### src/rtl/id_ex_decode.sv
// id_ex_decode: RV32I decode stage and ID/EX pipeline register.
//
// Decodes the instruction combinationally. It produces the ALU operation,
// both ALU operands (immediate generation included), memory controls and
// writeback controls. The whole decoded bundle is registered once per clock.
//
// Ports
//   clk_i, rst_i          clock (rising edge), synchronous active-high reset
//   stall_i, flush_i      hazard control: hold the entry, or load a bubble
//   valid_i               instr_i is valid; when low, a bubble is loaded
//   pc_i, instr_i         fetched PC and instruction word
//   rs1_data_i/rs2_data_i register file read data
//   valid_o .. illegal_o  registered ID/EX entry for the execute stage
//
// Register priority: reset > flush > stall > load.

module id_ex_decode #(
  parameter int XLEN = 32
) (
  input  logic            clk_i,
  input  logic            rst_i,
  input  logic            stall_i,
  input  logic            flush_i,
  input  logic            valid_i,
  input  logic [XLEN-1:0] pc_i,
  input  logic [XLEN-1:0] instr_i,
  input  logic [XLEN-1:0] rs1_data_i,
  input  logic [XLEN-1:0] rs2_data_i,
  output logic            valid_o,
  output logic [XLEN-1:0] pc_o,
  output logic [3:0]      alu_op_o,
  output logic [XLEN-1:0] operand1_o,
  output logic [XLEN-1:0] operand2_o,
  output logic [XLEN-1:0] rs1_data_o,
  output logic [XLEN-1:0] rs2_data_o,
  output logic [4:0]      rd_addr_o,
  output logic            rd_wen_o,
  output logic            mem_rd_o,
  output logic            mem_wr_o,
  output logic [2:0]      funct3_o,
  output logic            branch_o,
  output logic            jump_o,
  output logic [1:0]      wb_sel_o,
  output logic            illegal_o
);

  localparam logic [6:0] OPC_OP     = 7'b0110011;
  localparam logic [6:0] OPC_OP_IMM = 7'b0010011;
  localparam logic [6:0] OPC_LUI    = 7'b0110111;
  localparam logic [6:0] OPC_AUIPC  = 7'b0010111;
  localparam logic [6:0] OPC_LOAD   = 7'b0000011;
  localparam logic [6:0] OPC_STORE  = 7'b0100011;
  localparam logic [6:0] OPC_BRANCH = 7'b1100011;
  localparam logic [6:0] OPC_JAL    = 7'b1101111;
  localparam logic [6:0] OPC_JALR   = 7'b1100111;

  localparam logic [3:0] ALU_ADD  = 4'd0;
  localparam logic [3:0] ALU_SUB  = 4'd1;
  localparam logic [3:0] ALU_SLL  = 4'd2;
  localparam logic [3:0] ALU_SLT  = 4'd3;
  localparam logic [3:0] ALU_SLTU = 4'd4;
  localparam logic [3:0] ALU_XOR  = 4'd5;
  localparam logic [3:0] ALU_SRL  = 4'd6;
  localparam logic [3:0] ALU_SRA  = 4'd7;
  localparam logic [3:0] ALU_OR   = 4'd8;
  localparam logic [3:0] ALU_AND  = 4'd9;
  localparam logic [3:0] ALU_LUI  = 4'd10;

  typedef struct packed {
    logic            valid;
    logic [XLEN-1:0] pc;
    logic [3:0]      alu_op;
    logic [XLEN-1:0] operand1;
    logic [XLEN-1:0] operand2;
    logic [XLEN-1:0] rs1_data;
    logic [XLEN-1:0] rs2_data;
    logic [4:0]      rd_addr;
    logic            rd_wen;
    logic            mem_rd;
    logic            mem_wr;
    logic [2:0]      funct3;
    logic            branch;
    logic            jump;
    logic [1:0]      wb_sel;
    logic            illegal;
  } id_ex_t;

  // alt selects SUB over ADD and SRA over SRL (funct7[5]).
  function automatic logic [3:0] alu_from_f3(input logic [2:0] f3, input logic alt);
    case (f3)
      3'b000:  return alt ? ALU_SUB : ALU_ADD;
      3'b001:  return ALU_SLL;
      3'b010:  return ALU_SLT;
      3'b011:  return ALU_SLTU;
      3'b100:  return ALU_XOR;
      3'b101:  return alt ? ALU_SRA : ALU_SRL;
      3'b110:  return ALU_OR;
      default: return ALU_AND;
    endcase
  endfunction

  logic [6:0]      opcode;
  logic [4:0]      rd;
  logic [2:0]      funct3;
  logic [6:0]      funct7;
  logic [XLEN-1:0] imm_i, imm_s, imm_b, imm_j, imm_u;
  logic            wen;
  logic            ill;
  id_ex_t          d;
  id_ex_t          r;

  assign opcode = instr_i[6:0];
  assign rd     = instr_i[11:7];
  assign funct3 = instr_i[14:12];
  assign funct7 = instr_i[31:25];

  assign imm_i = {{(XLEN-12){instr_i[31]}}, instr_i[31:20]};
  assign imm_s = {{(XLEN-12){instr_i[31]}}, instr_i[31:25], instr_i[11:7]};
  assign imm_b = {{(XLEN-13){instr_i[31]}}, instr_i[31], instr_i[7], instr_i[30:25],
                  instr_i[11:8], 1'b0};
  assign imm_j = {{(XLEN-21){instr_i[31]}}, instr_i[31], instr_i[19:12], instr_i[20],
                  instr_i[30:21], 1'b0};
  assign imm_u = {instr_i[31:12], 12'd0};

  always_comb begin
    d          = '0;
    wen        = 1'b0;
    ill        = 1'b0;
    d.valid    = 1'b1;
    d.pc       = pc_i;
    d.rs1_data = rs1_data_i;
    d.rs2_data = rs2_data_i;
    d.rd_addr  = rd;
    d.funct3   = funct3;
    d.alu_op   = ALU_ADD;
    d.operand1 = rs1_data_i;
    d.operand2 = rs2_data_i;

    case (opcode)
      OPC_OP: begin
        wen = 1'b1;
        if (funct7 == 7'b0000000 ||
            (funct7 == 7'b0100000 && (funct3 == 3'b000 || funct3 == 3'b101)))
          d.alu_op = alu_from_f3(funct3, funct7[5]);
        else
          ill = 1'b1;
      end
      OPC_OP_IMM: begin
        // Only the shift encodings constrain the upper immediate bits.
        wen        = 1'b1;
        d.operand2 = imm_i;
        d.alu_op   = alu_from_f3(funct3, (funct3 == 3'b101) && funct7[5]);
        if ((funct3 == 3'b001 && funct7 != 7'b0000000) ||
            (funct3 == 3'b101 && funct7 != 7'b0000000 && funct7 != 7'b0100000))
          ill = 1'b1;
      end
      OPC_LUI: begin
        wen        = 1'b1;
        d.alu_op   = ALU_LUI;
        d.operand1 = '0;
        d.operand2 = imm_u;
      end
      OPC_AUIPC: begin
        wen        = 1'b1;
        d.operand1 = pc_i;
        d.operand2 = imm_u;
      end
      OPC_LOAD: begin
        wen        = 1'b1;
        d.operand2 = imm_i;
        d.mem_rd   = 1'b1;
        d.wb_sel   = 2'd1;
        ill        = (funct3 == 3'b011) || (funct3 == 3'b110) || (funct3 == 3'b111);
      end
      OPC_STORE: begin
        d.operand2 = imm_s;
        d.mem_wr   = 1'b1;
        ill        = funct3[2] || (funct3[1:0] == 2'b11);
      end
      OPC_BRANCH: begin
        d.operand1 = pc_i;
        d.operand2 = imm_b;
        d.branch   = 1'b1;
        ill        = (funct3[2:1] == 2'b01);
      end
      OPC_JAL: begin
        wen        = 1'b1;
        d.operand1 = pc_i;
        d.operand2 = imm_j;
        d.jump     = 1'b1;
        d.wb_sel   = 2'd2;
      end
      OPC_JALR: begin
        wen        = 1'b1;
        d.operand2 = imm_i;
        d.jump     = 1'b1;
        d.wb_sel   = 2'd2;
        ill        = (funct3 != 3'b000);
      end
      default: ill = 1'b1;
    endcase

    d.illegal = ill;
    // An illegal entry still travels down the pipe, but with no side effects.
    if (ill) begin
      d.rd_wen = 1'b0;
      d.mem_rd = 1'b0;
      d.mem_wr = 1'b0;
      d.branch = 1'b0;
      d.jump   = 1'b0;
      d.wb_sel = 2'd0;
    end else begin
      d.rd_wen = wen && (rd != 5'd0);
    end
  end

  always_ff @(posedge clk_i) begin
    if (rst_i || flush_i)
      r <= '0;
    else if (stall_i)
      r <= r;
    else if (!valid_i)
      r <= '0;
    else
      r <= d;
  end

  assign valid_o    = r.valid;
  assign pc_o       = r.pc;
  assign alu_op_o   = r.alu_op;
  assign operand1_o = r.operand1;
  assign operand2_o = r.operand2;
  assign rs1_data_o = r.rs1_data;
  assign rs2_data_o = r.rs2_data;
  assign rd_addr_o  = r.rd_addr;
  assign rd_wen_o   = r.rd_wen;
  assign mem_rd_o   = r.mem_rd;
  assign mem_wr_o   = r.mem_wr;
  assign funct3_o   = r.funct3;
  assign branch_o   = r.branch;
  assign jump_o     = r.jump;
  assign wb_sel_o   = r.wb_sel;
  assign illegal_o  = r.illegal;

endmodule

### config.mk
export PLATFORM = sky130hd
export DESIGN_NAME = id_ex_decode
export DESIGN_NICKNAME = d
export VERILOG_FILES = /design/src/rtl/id_ex_decode.sv
export SDC_FILE = /design/constraint.sdc
export NUM_CORES = 1
export LEC_CHECK = 0
export ABC_AREA = 1
export BUFFER_PORTS_ARGS = -buffer_cell sky130_fd_sc_hd__buf_2
export CORE_UTILIZATION = 45
export CTS_CLUSTER_DIAMETER = 100
export CTS_CLUSTER_SIZE = 8
export DETAILED_ROUTE_END_ITERATION = 6
export GPL_TIMING_DRIVEN = 0
export PLACE_DENSITY = 0.76
export SETUP_SLACK_MARGIN = 0.15
export SYNTH_ARGS = -nofsm -noshare
export SYNTH_HDL_FRONTEND = slang
export SYNTH_SLANG_ARGS = --single-unit
export TNS_END_PERCENT = 50
### constraint.sdc
create_clock -name clk_i -period 1.51 [get_ports clk_i]
set_input_delay 0.0755 -clock clk_i [delete_from_list [all_inputs] [get_ports clk_i]]
set_output_delay 0.0755 -clock clk_i [all_outputs]
set_load 0.02 [all_outputs]
Yosys cells after proc, flatten, opt, wreduce, memory -nomap -nowiden
Index checks and enable logic that the tools add are counted.
- add/subtract/negate cells: 0
- $mul: 0
- divide/modulo/power cells: 0
- order comparisons: 0
- equality and inequality tests: 20
- shift operators: 0
- mux-type cells: 23
- bitwise operators: 0
- reductions and logical operators: 24
- operator list (operator ; number):
    $mux 181 ; 1
    $pmux 32 s5 ; 1
    $pmux 32 s2 ; 1
    $pmux 4 s7 ; 2
    $eq 7x6->1 const B ; 4
    $eq 7x7->1 const B ; 3
    $eq 7x5->1 const B ; 2
    $eq 3x3->1 const B ; 4
    $mux 1 ; 12
    $pmux 4 s3 ; 1
    $reduce_or 3->1 ; 3
    $mux 4 ; 2
    $eq 7x2->1 const B ; 1
    $logic_not 7->1 ; 1
    $logic_or 1x1->1 ; 7
    $ne 7x6->1 const B ; 1
    $pmux 1 s7 ; 1
    $reduce_bool 7->1 ; 1
    $reduce_or 7->1 ; 1
    $eq 3x2->1 const B ; 2
    $logic_and 1x1->1 ; 6
    $reduce_bool 5->1 ; 1
    $pmux 2 s2 ; 1
    $reduce_or 2->1 ; 2
    6 further kinds ; 6
- flip-flop bits (word level): 181
- bits in latches: 0
- bits in writable memories: 0
- memory bits (read-only): 0
- output and inout port bits: 181
- logic and storage cells: 83
- memories: 0

Logic depth before layout (Yosys ltp)
- depth in word-level cells: 8
- gate-level depth with buffers: 12

Worst setup path before layout
No wires, ideal clock.
- path type: in2reg
- from: in instr_i[6]
- to: reg r (netlist bit operand2_o[18])
- library setup time: 0.132 ns
- data arrival time: 1.119 ns
- required time: 1.378 ns
- path slack: 0.258 ns
- cell stages on the path: 11
- cell sequence: inv_1 -> nor2_4 -> nand2_1 -> nand2_4 -> nor2_8 -> nand2_8 -> buf_6 -> o21ai_1 -> inv_2 -> nand2_1 -> a21oi_1
- cells in the longest elaborated chain, start to end: 4
- RTL lines (element ; RTL line ; source):
    start: declaration ; 26 ; input logic [XLEN-1:0] instr_i,
    $eq 7x7->1, or another cell as far along ; 139 ; case (opcode)
    $reduce_or 3->1 (no source line) / $reduce_or 2->1 (equally long branches) ; - ;
    $pmux 32 s5 (*) ; 139 ;
    $mux 181 (*) ; 222 ; else if (!valid_i)
    end signal: assignment ; 221 ; r <= r;
    end: declaration ; 110 ; id_ex_t r;
Every way passes the cells marked *; elsewhere a longest branch is shown, timed or not.
A chain may end at the register's enable or synchronous reset.

Worst setup path after layout
- from: in instr_i[6]
- to: reg r (netlist bit operand2_o[28])
The elaborated chain is that of the path after synthesis.

==> report_table.html <==
<table>
<tr><th>Metric</th><th>Value</th></tr>
<tr><th colspan="2">Run status</th></tr>
<tr><td>Status</td><td>complete, but fails checks</td></tr>
<tr><td>Failing checks</td><td>design-rule violations</td></tr>
<tr><th colspan="2">Run</th></tr>
<tr><td>Number of max-capacitance violations reported</td><td>0</td></tr>
<tr><th colspan="2">Floorplan</th></tr>
<tr><td>Initial cell density of the core</td><td>46.7%</td></tr>
<tr><td>Die height</td><td>131 um</td></tr>
<tr><td>Die extent in x</td><td>131 um</td></tr>
<tr><td>Die ar.</td><td>17,200 um2</td></tr>
<tr><td>Core Rows</td><td>46</td></tr>
<tr><td>Core Area</td><td>16,100 um2</td></tr>
<tr><td>Boundary Pins</td><td>314</td></tr>
<tr><th colspan="2">CTS</th></tr>
<tr><td>Maximum buffer depth of the clock tree</td><td>2</td></tr>
<tr><td>Number of CTS-inserted buffers</td><td>17</td></tr>
<tr><td>Clock slew at reported path FFs</td><td>0.07 ns</td></tr>
<tr><td>Clock tree root driver cell</td><td>sky130_fd_sc_hd__clkbuf_16</td></tr>
<tr><td>Total number of H-tree levels</td><td>4</td></tr>
<tr><td>Clock insertion delay at the later pin of the skew report</td><td>0.43 ns</td></tr>
<tr><td>CTS tree</td><td>yes</td></tr>
<tr><td>Setup Buffers After CTS</td><td>0</td></tr>
<tr><td>Clock tree sinks</td><td>180</td></tr>
<tr><th colspan="2">Routing</th></tr>
<tr><td>Via-to-Cell Ratio</td><td>5.29</td></tr>
<tr><td>Wire length after detailed routing</td><td>29,200 um</td></tr>
<tr><td>Via count</td><td>9,035</td></tr>
<tr><td>First drt pass iteration count</td><td>7</td></tr>
<tr><td>Routed length per placed instance</td><td>17.1 um</td></tr>
<tr><td>Residual DRC</td><td>3</td></tr>
<tr><td>Number of nets still failing antenna checks after routing</td><td>0</td></tr>
<tr><td>Starting DRT DRC Count</td><td>666</td></tr>
<tr><th colspan="2">Worst setup path</th></tr>
<tr><td>Reg2Reg Launch Point</td><td>operand1_o[17]$_SDFFE_PP0N_</td></tr>
<tr><td>R2R Path End</td><td>operand1_o[17]$_SDFFE_PP0N_</td></tr>
<tr><td>Capturing element of the worst setup path</td><td>operand2_o[28]$_SDFFE_PP0N_</td></tr>
<tr><td>Kind of capture point of the worst setup path</td><td>flop</td></tr>
<tr><td>Req. time, crit path</td><td>1.82 ns</td></tr>
<tr><td>Internal reg-to-reg setup slack</td><td>0.72 ns</td></tr>
<tr><td>Data arrival time of the worst path</td><td>1.64 ns</td></tr>
<tr><td>Startpoint of the worst setup timing path</td><td>instr_i[6]</td></tr>
<tr><td>Largest fanout on the critical path</td><td>10</td></tr>
<tr><td>Worst reg-to-reg path cell count</td><td>4</td></tr>
<tr><td>Startpoint type of the worst setup path</td><td>input pin</td></tr>
<tr><td>Worst setup path category</td><td>input pin to flop</td></tr>
<tr><th colspan="2">Placed design</th></tr>
<tr><td>Setup WS pre-CTS</td><td>-0.405 ns</td></tr>
<tr><td>Port-buffer cells</td><td>309</td></tr>
<tr><td>Post-detailed-placement half-perimeter wirelength</td><td>20,600 um</td></tr>
<tr><td>GP Congestion</td><td>0.932</td></tr>
<tr><td>Dpl cells</td><td>1,568</td></tr>
<tr><th colspan="2">Power</th></tr>
<tr><td>Relative contribution of the clock network to total power</td><td>41.4%</td></tr>
<tr><td>Proportion of total power due to net switching</td><td>28.8%</td></tr>
<tr><td>Int Pwr</td><td>7.62 mW</td></tr>
<tr><td>Net switching power</td><td>3.08 mW</td></tr>
<tr><td>Combinational cell fraction of total power</td><td>13.0%</td></tr>
<tr><td>Power per unit of standard cell area</td><td>970 nW/um2</td></tr>
<tr><td>Max VDD drop</td><td>0.792 mV</td></tr>
<tr><td>Leakage component of the power</td><td>5.37 nW</td></tr>
<tr><td>Share of total power in sequential cells</td><td>45.6%</td></tr>
<tr><th colspan="2">STA</th></tr>
<tr><td>Transition at the pin with the smallest max-transition slack</td><td>0.746 ns</td></tr>
<tr><td>RSZ-0062 raised after global routing</td><td>true</td></tr>
<tr><td>Final worst path period need</td><td>1.32 ns</td></tr>
<tr><td>Final clock skew</td><td>0 ns</td></tr>
<tr><td>PnR worst setup slack</td><td>0.186 ns</td></tr>
<tr><td>Final Max Tran Viols</td><td>0</td></tr>
<tr><td>Final cycle utilization of the critical path</td><td>87.7%</td></tr>
<tr><td>Fmax</td><td>755 MHz</td></tr>
<tr><td>Number of failing hold endpoints at the final stage</td><td>0</td></tr>
<tr><td>Normalized max-slew margin</td><td>50.2%</td></tr>
<tr><td>Final setup violation count</td><td>0</td></tr>
<tr><th colspan="2">Yosys</th></tr>
<tr><td>Syn Nets</td><td>1,176</td></tr>
<tr><td>Sequential cell area fraction in the yosys report</td><td>47.9%</td></tr>
<tr><td>Number of flip-flops and latches in the synthesized netlist</td><td>180</td></tr>
<tr><td>Gate Count Post-Synth</td><td>1,043</td></tr>
<tr><td>Number of unique standard cell types used by synthesis</td><td>33</td></tr>
<tr><td>Netlist area before placement</td><td>7530 um2</td></tr>
<tr><td>Synthesized area divided by synthesized cell count</td><td>7.22 um2</td></tr>
<tr><td>Number of synthesized flops with an enable pin</td><td>0</td></tr>
<tr><td>Main flop type after synthesis</td><td>sky130_fd_sc_hd__dfxtp_1</td></tr>
<tr><td>Async S/R FF share, synth</td><td>0%</td></tr>
<tr><td>Syn. warnings</td><td>0</td></tr>
<tr><th colspan="2">Final layout</th></tr>
<tr><td>Post-route non-filler standard cell count</td><td>1,708</td></tr>
<tr><td>Final layout net count</td><td>1,612</td></tr>
<tr><td>Fraction of final layout cells sized beyond drive strength 1</td><td>26.7%</td></tr>
<tr><td>Most common cell after layout, fill and taps aside</td><td>sky130_fd_sc_hd__nand2_1</td></tr>
<tr><td>Final core utilization</td><td>68.5%</td></tr>
<tr><td>Area Growth Syn to Fin</td><td>46.6%</td></tr>
<tr><td>Commonest non-fill, non-tap cells in the layout</td><td>sky130_fd_sc_hd__nand2_1, sky130_fd_sc_hd__buf_2, sky130_fd_sc_hd__dfxtp_1, sky130_fd_sc_hd__a21oi_1, sky130_fd_sc_hd__dlygate4sd3_1</td></tr>
<tr><td>Diode insertion count for antenna repair</td><td>0</td></tr>
<tr><th colspan="2">Global routing</th></tr>
<tr><td>Overflow left after global routing</td><td>0</td></tr>
<tr><td>Via count of the first global-routing pass</td><td>8,473</td></tr>
<tr><td>First-pass GRT wire length</td><td>45,200 um</td></tr>
<tr><td>Number of antenna violations at the first check in global routing</td><td>0</td></tr>
<tr><td>Largest net degree at the start of global routing</td><td>20</td></tr>
<tr><td>Global-route usage over all layers</td><td>33.4%</td></tr>
<tr><th colspan="2">Min path</th></tr>
<tr><td>Worst min-delay path class</td><td>input pin to flop</td></tr>
</table>
## worst max-delay path: stages
cell                      delay, ns
sky130_fd_sc_hd__buf_2         0.10
sky130_fd_sc_hd__inv_1         0.16
sky130_fd_sc_hd__nor2_4        0.08
sky130_fd_sc_hd__nand2_2       0.16
sky130_fd_sc_hd__nand2_4       0.10
sky130_fd_sc_hd__nor2_8        0.21
sky130_fd_sc_hd__nand2_4       0.12
sky130_fd_sc_hd__nand2_2       0.17
sky130_fd_sc_hd__o21ai_0       0.21
sky130_fd_sc_hd__a21oi_1       0.18
sky130_fd_sc_hd__nor2_1        0.05
## logic make-up (layout without fill, tap and decap cells)
logic type | count (synthesis) | in the layout | share of synthesized area, %
AND/OR/NAND/NOR | 494 | 494 | 27.0
AO/OA/AOI/OAI | 219 | 219 | 16.8
flip-flops | 180 | 180 | 47.9
buffers and inverters | 150 | 599 | 8.33
## worst min-delay path by stage
stage | cells after the start | slack [ns] | endpoint | start
after detailed placement | 3 | 0.34 | rs2_data_o[15]$_SDFFE_PP0N_ | rs2_data_i[15]
after floorplan | 2 | 0.22 | funct3_o[0]$_SDFFE_PP0N_ | instr_i[12]
final | 3 | 0.02 | rs1_data_o[17]$_SDFFE_PP0N_ | rs1_data_i[17]
after global placement | 3 | 0.34 | rs2_data_o[0]$_SDFFE_PP0N_ | rs2_data_i[0]
after CTS | 3 | 0.003 | funct3_o[1]$_SDFFE_PP0N_ | instr_i[13]
after global routing | 3 | 0.02 | rs1_data_o[17]$_SDFFE_PP0N_ | rs1_data_i[17]
## synthesized netlist by cell type, types with 4 or more instances
library cell	instances	area (um2)
sky130_fd_sc_hd__inv_1	76	285
sky130_fd_sc_hd__nand3_1	45	225
sky130_fd_sc_hd__a21oi_1	142	711
sky130_fd_sc_hd__nand4_1	6	37.5
sky130_fd_sc_hd__buf_2	24	120
sky130_fd_sc_hd__o221ai_1	31	272
sky130_fd_sc_hd__nand2_2	8	50.1
sky130_fd_sc_hd__nand2_1	390	1460
sky130_fd_sc_hd__o21ai_1	15	75.1
sky130_fd_sc_hd__o211ai_1	14	105
sky130_fd_sc_hd__dfxtp_1	180	3600
sky130_fd_sc_hd__clkbuf_1	39	146
sky130_fd_sc_hd__nor2_1	31	116
sky130_fd_sc_hd__o21ai_0	11	55.1
sky130_fd_sc_hd__inv_2	4	15.0
## registers in the layout, summed over array words and instances (netlist names)
| register | cells |
|---|---|
| alu_op_o | 4 |
| branch_o | 1 |
| funct3_o | 3 |
| illegal_o | 1 |
| jump_o | 1 |
| mem_wr_o | 1 |
| operand1_o | 32 |
| operand2_o | 32 |
| pc_o | 32 |
| rd_addr_o | 5 |
| rd_wen_o | 1 |
| rs1_data_o | 32 |
| rs2_data_o | 32 |
| valid_o | 1 |
| wb_sel_o | 2 |
## repair_timing
action	4_1_cts	5_1_grt
endpoints found under the hold margin	112	0
setup endpoints to repair	31	68
resized for setup	1	8
hold buffers	108	0
## metrics by stage
| stage | total power, mW | instance area (um2) | hold WS (ns) | TNS [ns] |
|---|---|---|---|---|
| 2_1_floorplan | 5.61 | 7530 | 0.219 | 0 |
| 3_3_place_gp | 6.11 | 9340 | 0.336 | -39.31 |
| 3_5_place_dp | 6.12 | 9340 | 0.345 | -42.23 |
| 4_1_cts | 10.7 | 11000 | 0.00340 | 0 |
| 5_1_grt | 11.0 | 11000 | 0.0165 | 0 |
| 6_report | 10.7 | 11000 | 0.0153 | 0 |
## routing by layer
layer	share of wire (%)	wire length, um	global-route usage, %
met2	45	13200	53.0
met3	8.2	2400	6.71
met1	42	12200	43.0
met5	0	0	0
met4	4.5	1320	17.1
## power groups by stage
stage / Sequential [mW] / Combinational, mW / Clock, mW
floorplan: 5.11 / 0.502 / 0
global placement: 4.99 / 1.12 / 0
detailed placement: 4.99 / 1.13 / 0
CTS: 4.88 / 1.35 / 4.45
global route: 4.90 / 1.49 / 4.65
finish: 4.89 / 1.39 / 4.43
## cell type report
| class | instances | area [um2] |
|---|---|---|
| Timing Repair Buffer | 417 | 2630 |
| Inverter | 81 | 304 |
| Tap cell | 216 | 270 |
| Fill cell | 1350 | 5080 |
| Buffer | 69 | 333 |
| Multi-Input combinational cell | 713 | 3310 |
| Clock inverter | 15 | 165 |
| Sequential cell | 180 | 3600 |
| Clock buffer | 17 | 425 |
Note: power is estimated with default switching activity, not from simulation.
